**config.mk**
```make
export PLATFORM = sky130hd
export DESIGN_NAME = result_writer
export DESIGN_NICKNAME = d
export VERILOG_FILES = /design/src/rtl/accel_pkg.sv /design/src/rtl/result_packer.sv /design/src/rtl/result_writer.sv
export SDC_FILE = /design/constraint.sdc
export NUM_CORES = 1
export LEC_CHECK = 0
export CORE_MARGIN = 4
export CORE_UTILIZATION = 49
export DETAILED_ROUTE_END_ITERATION = 10
export PLACE_DENSITY = 0.82
export SLEW_MARGIN = 10
export SYNTH_ARGS = -nofsm -noshare
export SYNTH_HDL_FRONTEND = slang
export SYNTH_HIERARCHICAL = 1
export SYNTH_SLANG_ARGS = --single-unit
```
**constraint.sdc**
```tcl
create_clock -name clk -period 2.3 [get_ports clk]
set_clock_uncertainty 0.2 [all_clocks]
set_input_delay 0.345 -clock clk [delete_from_list [all_inputs] [get_ports clk]]
set_output_delay 0.345 -clock clk [all_outputs]
set_load 0.005 [all_outputs]
```
**src/rtl/accel_pkg.sv**
```systemverilog
// Shared constants and FSM state type for the matrix accelerator result path.
package accel_pkg;

    localparam int unsigned TILE           = 16;
    localparam int unsigned ACC_W          = 24;
    localparam int unsigned RES_W          = 32;
    localparam int unsigned ADDR_W         = 17;
    localparam int unsigned TILE_COLS      = 512 / TILE;
    localparam int unsigned WORDS_PER_TILE = TILE * TILE / 2;

    typedef enum logic [1:0] {
        W_IDLE,
        W_ISSUE,
        W_DRAIN,
        W_FIN
    } wr_state_e;

endpackage

```
**src/rtl/result_packer.sv**
```systemverilog
// Sign-extends array results to RES_W and packs even/odd column pairs into one word.
module result_packer
    import accel_pkg::*;
(
    input  logic                 clk,
    input  logic                 rst,
    input  logic                 in_valid,
    input  logic                 in_odd,
    input  logic [ACC_W-1:0]     in_data,
    output logic [2*RES_W-1:0]   pack_word,
    output logic                 word_valid
);

    logic [RES_W-1:0] sext;
    logic [RES_W-1:0] pack_hi_q;

    assign sext = {{(RES_W - ACC_W){in_data[ACC_W-1]}}, in_data};

    always_ff @(posedge clk) begin
        if (rst) begin
            pack_hi_q  <= '0;
            pack_word  <= '0;
            word_valid <= 1'b0;
        end else begin
            word_valid <= in_valid && in_odd;
            if (in_valid && !in_odd) begin
                pack_hi_q <= sext;
            end
            if (in_valid && in_odd) begin
                pack_word <= {pack_hi_q, sext};
            end
        end
    end

endmodule

```
**src/rtl/result_writer.sv**
```systemverilog
// Drains one 16x16 accumulator tile into result memory as 128 packed 64-bit words.
module result_writer
    import accel_pkg::*;
(
    input  logic              clk,
    input  logic              rst,
    input  logic              start,
    input  logic [5:0]        tile_row,
    input  logic [4:0]        tile_col,
    output logic [4:0]        arr_addr1,
    output logic [3:0]        arr_addr2,
    input  logic [ACC_W-1:0]  arr_dout,
    output logic [ADDR_W-1:0] res_addr,
    output logic [63:0]       res_data,
    output logic              res_write_enb,
    output logic              busyb,
    output logic              done
);

    wr_state_e         state_q, state_d;
    logic [ADDR_W-1:0] base_q, base_d;
    logic [4:0]        row_q, row_d;
    logic [3:0]        col_q, col_d;
    // Coordinates of the element whose data is on arr_dout this cycle.
    logic              cap_valid_q;
    logic [4:0]        cap_row_q;
    logic [3:0]        cap_col_q;
    logic [ADDR_W-1:0] res_addr_q;
    logic              done_q;
    logic              word_valid;

    always_comb begin
        state_d = state_q;
        base_d  = base_q;
        row_d   = row_q;
        col_d   = col_q;
        unique case (state_q)
            W_IDLE: begin
                if (start) begin
                    base_d  = ADDR_W'((32'(tile_row) * TILE_COLS + 32'(tile_col))
                                      * WORDS_PER_TILE);
                    row_d   = '0;
                    col_d   = '0;
                    state_d = W_ISSUE;
                end
            end
            W_ISSUE: begin
                if (col_q == 4'(TILE - 1)) begin
                    col_d = '0;
                    if (row_q == 5'(TILE - 1)) begin
                        row_d   = '0;
                        state_d = W_DRAIN;
                    end else begin
                        row_d = row_q + 5'd1;
                    end
                end else begin
                    col_d = col_q + 4'd1;
                end
            end
            W_DRAIN: state_d = W_FIN;
            W_FIN:   state_d = W_IDLE;
            default: state_d = W_IDLE;
        endcase
    end

    always_ff @(posedge clk) begin
        if (rst) begin
            state_q     <= W_IDLE;
            base_q      <= '0;
            row_q       <= '0;
            col_q       <= '0;
            cap_valid_q <= 1'b0;
            cap_row_q   <= '0;
            cap_col_q   <= '0;
            res_addr_q  <= '0;
            done_q      <= 1'b0;
        end else begin
            state_q     <= state_d;
            base_q      <= base_d;
            row_q       <= row_d;
            col_q       <= col_d;
            cap_valid_q <= (state_q == W_ISSUE);
            cap_row_q   <= row_q;
            cap_col_q   <= col_q;
            done_q      <= (state_q == W_FIN);
            // Address is registered alongside the packed word so both appear with the strobe.
            if (cap_valid_q && cap_col_q[0]) begin
                res_addr_q <= base_q + ADDR_W'(32'(cap_row_q) * (TILE / 2) + 32'(cap_col_q) / 2);
            end
        end
    end

    result_packer u_packer (
        .clk        (clk),
        .rst        (rst),
        .in_valid   (cap_valid_q),
        .in_odd     (cap_col_q[0]),
        .in_data    (arr_dout),
        .pack_word  (res_data),
        .word_valid (word_valid)
    );

    assign arr_addr1     = row_q;
    assign arr_addr2     = col_q;
    assign res_addr      = res_addr_q;
    assign res_write_enb = ~word_valid;
    assign busyb         = (state_q != W_IDLE);
    assign done          = done_q;

endmodule

```
==> impl_metrics.yaml, run 1 <==
final_layout:
  final_cell_mix: "127 x clkdlybuf4s50_1, 120 x dfxtp_1, 99 x nand2b_1"
  final_cells: 764
  utilization: 0.699
  nNetsFinal: 665
  n_antenna_cell: 0
  nFillCells: 751
  multi_input_area_sq_um: 2280
  syn_to_final_growth_pct: 37.5
  final_common_cell: "clkdlybuf4s50_1"
  regArea_sq_um: 2440
  drive_above_1_share: 0.0745
power_and_ir_drop:
  leakagePower_nw: 2.47
  p_int_w: 0.00462
  ir_worst_vdd_mv: 0.501
  power.density_nw_per_um2: 882
  pwr-share-clk: 0.462
  swShare: 0.245
  p_comb_frac: 0.149
  p_seq_frac: 0.389
  p_sw_w: 0.00150
hold_path:
  min_from: "rst"
  hold_path.class: "input port to register"
synth:
  synth_edf_count: 0
  synth.distinct_cells: 41
  synth-main-ff-cell: "dfxtp_1"
  ys_async_sr_fraction: 0
  ys.warnings.count: 6
  postSynthAreaPerCell_sq_um: 9.94
  ys_ff_latch: 122
  ys_seq_area_frac: 0.485
  synth_area_sq_um: 5040
  syn_nets: 554
  synth_cells: 507
clock_tree:
  clock_sink_count: 122
  cts_buffers: 17
  tritoncts: "done"
  cts_setup_buffers: 0
  clkSlewWorstSetupHoldPaths_ps: 60
  htreeDepth: 4
  clock-root-buffer: "clkbuf_8"
  hold_buffers: 0
  clkLatencyLatePin_ps: 500
  cts.path.max_buffers: 2
flow_run:
  cap_violations: 0
timing:
  setup_tns_ps: 0
  max-slew-margin-rel: 0.628
  fmax_ghz: 0.484
  setup_viol: 0
  slew_violations: 0
  tightest_slew_ps: 557
  fin_ws_ps: 232
  rsz0062_at_grt: "no"
  period_needed_ps: 2070
  hold_viol_final: 0
  post-route-period-util: 0.899
place:
  dp.cells: 732
  portBuffers: 129
  gp_congestion: 0.829
  dp_hpwl_mm: 7.69
  post-place-ws_ps: 204
setup_path:
  cp-startpoint: "u_packer/pack_word[31]"
  crit_family: "buffers and inverters"
  critical_path_class: "register to output port"
  slowest_delay_ps: 560
  critPathMaxFanout: 10
  r2r-start: "state_q[1]"
  worstPathArrival_ps: 1520
  start_kind: "register"
  cp_num_buf_inv: 1
  critPathRequiredTime_ps: 1750
  crit_path_end_kind: "output port"
  cp_cell_sequence: "clkdlybuf4s50_1"
  crit_slowest_cell: "clkdlybuf4s50_1"
routing:
  avgRoutedWirePerCell_microns: 14.5
  route.detailed.drc: 0
  ant_nets: 0
  drtIter0Drc: 91
  wirelength_mm: 11.1
  drtPass1Iterations: 4
  vias_per_cell: 4.99
  vias: 3813
die:
  dieArea_sq_um: 12000
  io_pins: 131
  rows: 36
  die_height_microns: 109
  die_w_microns: 109
  initial_core_util: 0.508
  design.core.area_sq_um: 9910
status:
  status: "finished, final reports clean"
global_route:
  antenna_found_initial: 0
  gr-total-overflow: 0
  track_usage: 0.192
  grt_pass1_wl_mm: 18.2
  grt_pass1_vias: 3814
  grt_max_degree: 71
-- area by class of cell --
type,count,area share
multi-input combinational,335,0.330
clock inverter,13,0.0285
clock buffer,19,0.0638
sequential,122,0.353
timing repair buffer,137,0.198
tap,133,0.0240
inverter,5,0.00271
-- synthesized netlist by cell type (all sizes together) (2+ instances only) --
master  number  share of area
and2         3         0.0042
ha           9          0.022
or3          5         0.0062
clkbuf      17          0.013
nor3         2         0.0020
mux2i       72           0.14
nand4        2         0.0025
a21oi       26          0.027
buf         28          0.046
a311oi       4         0.0070
dfxtp      122           0.48
xor2         2         0.0035
nand2       49          0.037
nand3        6         0.0060
a21o         2         0.0030
inv          5         0.0037
a211oi       5         0.0075
nor2b       13          0.016
nand2b      99           0.12
o21ai        5         0.0050
nor2        15          0.011
xnor2        4         0.0070
-- what timing repair did --
item	in CTS	in global routing
hold endpoints to repair	0	0
resized for setup	4	0
setup endpoints to repair	1	0
-- sequential cells by signal, summed over array words and instances (netlist names) --
signal,count
u_packer/pack_word,48
u_packer/pack_hi_q,24
res_addr,17
base_q,10
arr_addr1,5
cap_row_q,5
arr_addr2,4
cap_col_q,4
state_q,2
cap_valid_q,1
done,1
u_packer/word_valid,1
-- power groups by stage --
stage	clock (W)	sequential, W	combinational (W)
floorplan	0	0.00239	0.000638
global placement	0	0.00240	0.000872
detailed placement	0	0.00242	0.000909
CTS	0.00287	0.00237	0.000913
global route	0.00298	0.00240	0.00102
finish	0.00282	0.00238	0.000913
-- cell families after synthesis --
group	count (synthesis)	share of synthesized area
adder cells (fa/ha/maj)	9	0.0223
flip-flops	122	0.485
buffers and inverters	50	0.0628
XOR/XNOR	6	0.0104
AND/OR/NAND/NOR	199	0.216
AO/OA/AOI/OAI	48	0.0589
multiplexers	73	0.145
-- stage by stage --
stage	power, W	instance area (sq um)	hold WS, ps
after detailed placement	0.00333	6280	230
after global routing	0.00639	6930	159
after global placement	0.00327	6280	220
after floorplan	0.00303	5040	217
after CTS	0.00616	6930	96.8
final	0.00611	6930	136
-- metal layers --
layer,vias to the layer above,global-route usage,wire [microns]
met4,0,0.0641,133
met2,117,0.329,5580
li1,1903,-,-
met5,-,0,0
met3,14,0.0593,562
met1,1779,0.229,4790
-- path summary, 6_finish.rpt --
path | to | slack, ps | cells after the start
hold reg to reg | res_addr[3] | 230 | 2
setup / recovery | res_data[26] | 230 | 1
setup reg to reg | arr_addr1[3] | 300 | 6
hold / removal | u_packer/word_valid | 140 | 2
No activity file was read; power rests on OpenSTA's default activity.
==> run 2, diff against run 1 <==
--- a/config.mk
+++ b/config.mk
@@ -8,7 +8,9 @@
 export CORE_MARGIN = 4
 export CORE_UTILIZATION = 49
 export DETAILED_ROUTE_END_ITERATION = 10
+export HOLD_SLACK_MARGIN = 0.02
 export PLACE_DENSITY = 0.82
+export SKIP_LAST_GASP = 1
 export SLEW_MARGIN = 10
 export SYNTH_ARGS = -nofsm -noshare
 export SYNTH_HDL_FRONTEND = slang
==> results of run 2 <==
Same layout as run 1: the final DEF is identical, and so are final timing and power.
